## src/rtl/prog_loader_pkg.sv

```systemverilog
// Shared definitions for the instruction-memory program loader.
// Optional feature macro: PROG_LOADER_CKSUM_EN adds the trailing checksum byte and CK state.
package prog_loader_pkg;

  typedef enum logic [3:0] {
    S_IDLE,
    S_LEN_HI,
    S_LEN_LO,
    S_DAT_HI,
    S_DAT_LO,
    S_WRITE,
`ifdef PROG_LOADER_CKSUM_EN
    S_CK,
`endif
    S_DONE,
    S_ERR
  } state_t;

  localparam logic [1:0] ERR_NONE = 2'b00;
  localparam logic [1:0] ERR_LEN  = 2'b01;
  localparam logic [1:0] ERR_TMO  = 2'b10;
  localparam logic [1:0] ERR_CKS  = 2'b11;

  // States in which a frame byte may be taken from the receive front end.
  function automatic logic takes_byte(input state_t s);
    logic r;
    r = (s == S_LEN_HI) || (s == S_LEN_LO) || (s == S_DAT_HI) || (s == S_DAT_LO);
`ifdef PROG_LOADER_CKSUM_EN
    r = r || (s == S_CK);
`endif
    return r;
  endfunction

  // States in which the loader is quiescent and the processor may run.
  function automatic logic is_quiet(input state_t s);
    return (s == S_IDLE) || (s == S_DONE) || (s == S_ERR);
  endfunction

endpackage

```

## src/rtl/prog_loader_timeout.sv

```systemverilog
// Inter-byte idle timer for the program loader: counts cycles while enabled,
// flags expiry on the TIMEOUT_CYC-th consecutive idle cycle.
module loader_timeout #(
  parameter int TIMEOUT_CYC = 50000
) (
  input  logic clk,
  input  logic rst,
  input  logic clr,
  input  logic en,
  output logic expire
);

  localparam int CNT_W = $clog2(TIMEOUT_CYC + 1);
  localparam logic [CNT_W-1:0] LAST = CNT_W'(TIMEOUT_CYC - 1);

  logic [CNT_W-1:0] cnt;

  // Idle-cycle counter; saturates at LAST so expiry stays asserted until cleared.
  always_ff @(posedge clk) begin
    if (rst || clr) begin
      cnt <= '0;
    end else if (en && (cnt != LAST)) begin
      cnt <= cnt + 1'b1;
    end
  end

  assign expire = en && (cnt == LAST);

endmodule

```

## src/rtl/prog_loader.sv

```systemverilog
// Program loader: receives a framed big-endian byte stream (LEN_HI, LEN_LO, N x (HI, LO)
// [, CKSUM]) and writes 16-bit words into the instruction RAM, holding the CPU meanwhile.
// Optional feature macro: PROG_LOADER_CKSUM_EN (trailing 8-bit additive checksum).
module prog_loader
  import prog_loader_pkg::*;
#(
  parameter int ADDR_W      = 8,
  parameter int BASE_ADDR   = 0,
  parameter int TIMEOUT_CYC = 50000
) (
  input  logic              clk,
  input  logic              rst,
  input  logic              start,
  input  logic              rx_valid,
  input  logic [7:0]        rx_data,
  output logic              rx_ready,
  output logic              mem_wren,
  output logic [ADDR_W-1:0] mem_addr,
  output logic [15:0]       mem_data,
  output logic              cpu_hold,
  output logic              done,
  output logic              err,
  output logic [1:0]        err_code
);

  localparam int DEPTH = 1 << ADDR_W;
  localparam logic [16:0] DEPTH_17 = 17'(DEPTH);

  state_t      state;
  logic [7:0]  hi_byte;
  logic [15:0] len;
  logic [15:0] widx;
  logic        xfer;
  logic        start_go;
  logic        expire;
  logic [15:0] len_rx;

  assign rx_ready = takes_byte(state);
  assign cpu_hold = !is_quiet(state);
  assign xfer     = rx_valid && rx_ready;
  assign start_go = start && is_quiet(state);
  assign len_rx   = {hi_byte, rx_data};

  // RAM address of word k; wraps modulo DEPTH through truncation.
  function automatic logic [ADDR_W-1:0] word_addr(input logic [15:0] k);
    return ADDR_W'(BASE_ADDR + int'(k));
  endfunction

  loader_timeout #(
    .TIMEOUT_CYC(TIMEOUT_CYC)
  ) u_timeout (
    .clk   (clk),
    .rst   (rst),
    .clr   (xfer || start_go),
    .en    (rx_ready),
    .expire(expire)
  );

`ifdef PROG_LOADER_CKSUM_EN
  logic [7:0] cksum;

  // Running mod-256 sum of every byte from LEN_HI through the last data LO byte.
  always_ff @(posedge clk) begin
    if (rst || start_go) begin
      cksum <= '0;
    end else if (xfer && (state != S_CK)) begin
      cksum <= cksum + rx_data;
    end
  end
`endif

  // Frame FSM with registered RAM write port and status outputs.
  always_ff @(posedge clk) begin
    if (rst) begin
      state    <= S_IDLE;
      mem_wren <= 1'b0;
      mem_addr <= '0;
      mem_data <= '0;
      done     <= 1'b0;
      err      <= 1'b0;
      err_code <= ERR_NONE;
      len      <= '0;
      widx     <= '0;
    end else begin
      mem_wren <= 1'b0;
      // A byte arriving in the expiry cycle takes priority over the abort.
      if (expire && !xfer) begin
        state    <= S_ERR;
        err      <= 1'b1;
        err_code <= ERR_TMO;
      end else begin
        case (state)
          S_IDLE, S_DONE, S_ERR: begin
            if (start) begin
              state    <= S_LEN_HI;
              done     <= 1'b0;
              err      <= 1'b0;
              err_code <= ERR_NONE;
              widx     <= '0;
            end
          end
          S_LEN_HI: begin
            if (xfer) begin
              hi_byte <= rx_data;
              state   <= S_LEN_LO;
            end
          end
          S_LEN_LO: begin
            if (xfer) begin
              len <= len_rx;
              if (len_rx == 16'd0) begin
`ifdef PROG_LOADER_CKSUM_EN
                state <= S_CK;
`else
                state <= S_DONE;
                done  <= 1'b1;
`endif
              end else if ({1'b0, len_rx} > DEPTH_17) begin
                state    <= S_ERR;
                err      <= 1'b1;
                err_code <= ERR_LEN;
              end else begin
                state <= S_DAT_HI;
              end
            end
          end
          S_DAT_HI: begin
            if (xfer) begin
              hi_byte <= rx_data;
              state   <= S_DAT_LO;
            end
          end
          S_DAT_LO: begin
            if (xfer) begin
              mem_wren <= 1'b1;
              mem_data <= {hi_byte, rx_data};
              mem_addr <= word_addr(widx);
              state    <= S_WRITE;
            end
          end
          S_WRITE: begin
            widx <= widx + 16'd1;
            if ((widx + 16'd1) == len) begin
`ifdef PROG_LOADER_CKSUM_EN
              state <= S_CK;
`else
              state <= S_DONE;
              done  <= 1'b1;
`endif
            end else begin
              state <= S_DAT_HI;
            end
          end
`ifdef PROG_LOADER_CKSUM_EN
          S_CK: begin
            if (xfer) begin
              if (rx_data == cksum) begin
                state <= S_DONE;
                done  <= 1'b1;
              end else begin
                state    <= S_ERR;
                err      <= 1'b1;
                err_code <= ERR_CKS;
              end
            end
          end
`endif
          default: state <= S_IDLE;
        endcase
      end
    end
  end

endmodule

```

## config.mk

```make
export PLATFORM = sky130hd
export DESIGN_NAME = prog_loader
export DESIGN_NICKNAME = d
export VERILOG_FILES = /design/src/rtl/prog_loader_pkg.sv /design/src/rtl/prog_loader_timeout.sv /design/src/rtl/prog_loader.sv
export SDC_FILE = /design/constraint.sdc
export NUM_CORES = 1
export LEC_CHECK = 0
export BUFFER_PORTS_ARGS = -buffer_cell sky130_fd_sc_hd__buf_2
export CAP_MARGIN = 20
export CORE_MARGIN = 2
export CORE_UTILIZATION = 40
export CTS_CLUSTER_DIAMETER = 100
export CTS_CLUSTER_SIZE = 10
export DETAILED_ROUTE_END_ITERATION = 8
export PLACE_DENSITY_LB_ADDON = 0.2
export SETUP_SLACK_MARGIN = 0.15
export SYNTH_ARGS = -nofsm -noshare
export SYNTH_HDL_FRONTEND = slang
export SYNTH_SLANG_ARGS = --single-unit
```

## constraint.sdc

```tcl
create_clock -name clk -period 3.6 [get_ports clk]
set_clock_uncertainty 0.2 [all_clocks]
set_input_delay 0.18 -clock clk [delete_from_list [all_inputs] [get_ports clk]]
set_output_delay 0.18 -clock clk [all_outputs]
set_load 0.005 [all_outputs]
```

---- Yosys cells after proc, flatten, opt, wreduce, memory -nomap -nowiden ----
Index checks and enable logic that the tools add are counted.
word-level totals
  bits in registers ....................... 89
  output and inout bits ................... 31
operators by class
  add/subtract/negate cells ............... 2
  eq/ne operators ......................... 26
  reductions and logical operators ........ 33
  bitwise operators ....................... 3
  muxes and demuxes ....................... 29
  order comparisons ....................... 1
operators by type and width
  cell                   number
  $add 16x1->16 const B  2
  $pmux 16 s2            1
  $pmux 4 s6             1
  $mux 4                 5
  $reduce_and 5->1       4
  $eq 16x16->1           1
  $eq 16x16->1 const B   1
  $eq 4x3->1 const B     4
  $gt 16x9->1 const B    1
  $logic_not 16->1       1
  $mux 16                1
  $ne 16x16->1 const B   1
  $ne 2x2->1 const B     7
  $mux 3                 4
  $ne 3x2->1 const B     4
  $mux 2                 5
  $mux 1                 9
  $reduce_and 3->1       3
  $eq 4x2->1 const B     2
  $logic_or 1x1->1       7
  $ne 3x3->1 const B     2
  $reduce_and 6->1       1
  $reduce_bool 3->1      2
  $reduce_or 3->1        2
  other kinds (13)       23

---- Depth between registers and ports, before layout ----
  depth after elaboration ................. 9
  mapped depth ............................ 8

---- By module ----
From an unflattened synthesis, not the netlist that was laid out.
second synthesis, totals
  cell total of the unflattened synthesis .. 531
  area, all modules ....................... 4297.9 sq um
modules (own cells, without submodules)
  module          instances  area each (sq um)  cells each
  prog_loader     1          3472.1             437
  loader_timeout  1          825.8              94

---- Worst setup path after synthesis ----
No wires, ideal clock.
  path type ............................... register to register
  start ................................... register widx[0]
  end ..................................... register state[0]
  stages on the path, launching flop included .. 9
  slack ................................... 1.354 ns
  buffers on the path ..................... 1
  data required time ...................... 3.286 ns
  period minus slack after synthesis ...... 2.246 ns
  arrival time ............................ 1.932 ns
  setup time .............................. 0.114 ns
  path through ............................ dfxtp_1 ha_1 clkbuf_2 nand3_2 nor4_1 xnor2_1 nor4_2 nand4_2 a21o_1
between the ends
  longest elaborated chain between the ends .. 5
ends and longest elaborated chain
  what                    line                RTL
  from (decl)             prog_loader.sv:32   logic [15:0] widx;
  from (signal assigned)  prog_loader.sv:142  widx <= widx + 16'd1;
  $add 16x1->16           prog_loader.sv:143  if ((widx + 16'd1) == len) begin
  $eq 16x16->1            prog_loader.sv:143
  $mux 3                  prog_loader.sv:143
  $pmux 4 s6              prog_loader.sv:92   case (state)
  $mux 3                  prog_loader.sv:87   if (expire && !xfer) begin
  to (signal assigned)    prog_loader.sv:88   state <= S_ERR;
  to (signal assigned)    prog_loader.sv:95   state <= S_LEN_HI;
  to (signal assigned)    prog_loader.sv:147  state <= S_DONE;
  to (decl)               prog_loader.sv:29   state_t state;
No other way between the ends.
A chain may end at the register's enable or synchronous reset.

---- Worst setup path after layout ----
  start ................................... register widx[2]
  end ..................................... register state[2]
Same word-level chain as after synthesis.

==> flow_metrics.tcl <==
set metrics [dict create \
    syn-num-nets 538 \
    drive_gt1_frac 0.1512 \
    wire_per_inst_um 14.85 \
    wl_um 10360 \
    numClockSinks 88 \
    routed-via-count 3730 \
    clk_latency_ps 380 \
    die_h_um 107.9 \
    drc 0 \
    synth_edf_count 8 \
    numCtsBuffers 9 \
    endpoint_kind "register" \
    cts_buffer_depth 2 \
    ant_nets 0 \
    htree_levels 3 \
    dp_cells 674 \
    antenna_found_initial 0 \
    status "complete, no violations" \
    post_cts_buffers 0 \
    clkTransAtPathRegs_ps 90 \
    critPathMaxFanout 11 \
    grt_pass1_wl_um 17080 \
    gr-usage-all-layers 0.1864 \
    netlist_area_um2 4314 \
    grt_pass1_vias 3489 \
    synth-seq-cells 88 \
    finalHoldViolations 0 \
    drv_cap 0 \
    drt-initial-drc-count 191 \
    p_per_area_nw_per_um2 454.6 \
    initial_core_util 0.4142 \
    setup_tns_ps 0 \
    period_needed_ps 2716 \
    worstPathArrival_ps 2800 \
    core-area_um2 10420 \
    async_reset_ff_frac 0 \
    slew_viol_final 0 \
    io_pins 43 \
    portBuffers 42 \
    critPathRequiredTime_ps 3680 \
    fp.dieArea_um2 11630 \
    avgViaCountPerCell 5.344 \
    cellLeakagePower_nw 1.648 \
    finalNetCount 571 \
    num_rows 37 \
    ir_drop_mv 0.3144 \
    worst_slew_pin_slew_ps 1005 \
    post-route-util 0.4613 \
    p_total_mw 2.184 \
    cts_tree "built" \
    relSlewSlack 0.3278 \
    critPathKind "reg -> reg" \
    drt-pass1-iter-count 4 \
    syn2layout_area_growth_pct 11.37 \
    place.gp.congestion 0.9132 \
    rsz0062_at_grt "no" \
    n_antenna_cell 0 \
    layout_worst_path_cycle_share 0.7544 \
    fmax_mhz 368.2 \
    finalNonFillerCells 698 \
    root_buffer "clkbuf_8" \
    grt.overflow.total 0 \
    hold_class "in -> reg" \
    yosysSeqAreaShare 0.4269 \
    yosys_warnings 0 \
    synth_area_per_cell_um2 8.233 \
    ys.flop_type "dfxtp_1" \
    grt_max_degree 64 \
    cp-start-kind "register" \
    place_hpwl_um 7124 \
    synth_cells 524 \
    die_x_um 107.9 \
    synth.distinct_cells 63 \
    setup_viol 0 \
]
[final timing paths]
check,from,to,slack [ps],cells after the start
setup / recovery,widx[2]$_SDFFE_PP0P_,state[2]$_SDFFE_PP0P_,880,6
hold / removal,rst,u_timeout.cnt[3]$_SDFFE_PP0P_,50,3
setup reg to reg,widx[2]$_SDFFE_PP0P_,state[2]$_SDFFE_PP0P_,880,6
hold reg to reg,mem_data[4]$_SDFFE_PP0P_,mem_data[4]$_SDFFE_PP0P_,250,2
[where the power goes]
part | internal (mW) | switching, mW | leakage, nW
clock network | 0.324 | 0.378 | 0.0929
logic | 0.149 | 0.234 | 0.836
registers | 1.03 | 0.0643 | 0.718
[cell type report]
type,instances,area (µm²)
Clock buffer,10,127.6
Timing Repair Buffer,56,335.3
Inverter,12,45.04
Clock inverter,6,67.56
Fill cell,1062,5612
Tap cell,136,170.2
Sequential cell,88,1842
Multi-Input combinational cell,390,2217
[cell families after synthesis]
logic type,Yosys count,share of synthesized area
buf+inv,46,0.05916
xor+xnor,32,0.06497
fa+ha+maj,2,0.005800
simple gates,239,0.2825
compound gates,116,0.1584
mux,1,0.002320
flops,88,0.4269
[cells in the mapped netlist (2+ instances only)]
| cell type | n | area share |
|---|---|---|
| nand2_1 | 101 | 0.088 |
| dfxtp_1 | 80 | 0.37 |
| a21oi_1 | 66 | 0.077 |
| nor2_1 | 43 | 0.037 |
| xnor2_1 | 24 | 0.049 |
| clkbuf_1 | 21 | 0.018 |
| nor3_1 | 20 | 0.023 |
| o21ai_0 | 20 | 0.023 |
| nand3_1 | 18 | 0.021 |
| inv_1 | 12 | 0.010 |
| edfxtp_1 | 8 | 0.056 |
| nor4_1 | 8 | 0.012 |
| xor2_1 | 8 | 0.016 |
| a211oi_1 | 5 | 0.0087 |
| and3_1 | 5 | 0.0073 |
| clkbuf_8 | 5 | 0.016 |
| nand3b_1 | 5 | 0.0087 |
| nand4_1 | 5 | 0.0073 |
| or3_1 | 5 | 0.0073 |
| a31oi_1 | 4 | 0.0058 |
| buf_4 | 4 | 0.0070 |
| or4_1 | 4 | 0.0070 |
| o211ai_1 | 3 | 0.0052 |
| buf_6 | 2 | 0.0052 |
| ha_1 | 2 | 0.0058 |
| nand3_2 | 2 | 0.0046 |
| nor4_2 | 2 | 0.0058 |
| nor4_4 | 2 | 0.0099 |
| nor4bb_1 | 2 | 0.0046 |
| o22ai_1 | 2 | 0.0029 |
| o31ai_1 | 2 | 0.0035 |
| or4_4 | 2 | 0.0052 |
| or4b_2 | 2 | 0.0046 |
[repair_timing]
action | 4_1_cts | 5_1_grt
hold endpoints to repair | 24 | 0
setup endpoints to repair | 0 | 0
gates resized for setup | 0 | 0
hold buffers | 8 | 0
[routing by layer]
metal,GRT usage,up-vias,wire length (µm)
li1,-,1893,-
met1,0.2551,1744,5049
met2,0.2925,78,4746
met3,0.02119,15,331
met4,0.08883,0,235
met5,0,-,0
[critical path, stage by stage, from the launching register on]
cell and delay [ps]:
dfxtp_1 510, nand4_1 510, o31a_1 470, or4bb_1 510, o211ai_2 100, nand4_2 140
a211oi_2 190
[metrics by stage]
| stage | hold slack [ps] | instance area, µm² | setup WS [ps] |
|---|---|---|---|
| final | 54.92 | 4805 | 884.0 |
| after global routing | 80.59 | 4805 | 712.2 |
| after CTS | 43.07 | 4805 | 915.6 |
| after detailed placement | 211.9 | 4529 | 924.7 |
| after global placement | 209.2 | 4529 | 1002 |
| after floorplan | 78.87 | 4314 | 1354 |
[registers in the layout, indices dropped and copies added, names as in the netlist]
| signal | cells |
|---|---|
| widx | 16 |
| hi_byte | 8 |
| mem_wren | 1 |
| mem_addr | 8 |
| done | 1 |
| len | 16 |
| state | 3 |
| err | 1 |
| u_timeout.cnt | 16 |
| mem_data | 16 |
| err_code | 2 |
[layout by cell type, fill, tap and decap left out, drive strengths merged, types with 3 or more instances in the layout]
master and n:
nand2 102, dfxtp 80, a21oi 66, buf 48, nor2 43, xnor2 24
nor3 20, o21ai 20, nand3 20, inv 13, nor4 12, clkbuf 10
xor2 8, edfxtp 8, dlygate4sd3 8, nand4 7, a211oi 6, or4 6
and3 5, nand3b 5, or3 5, a31oi 4, o211ai 4, and2 3
Note: power is estimated with default switching activity, not from simulation.
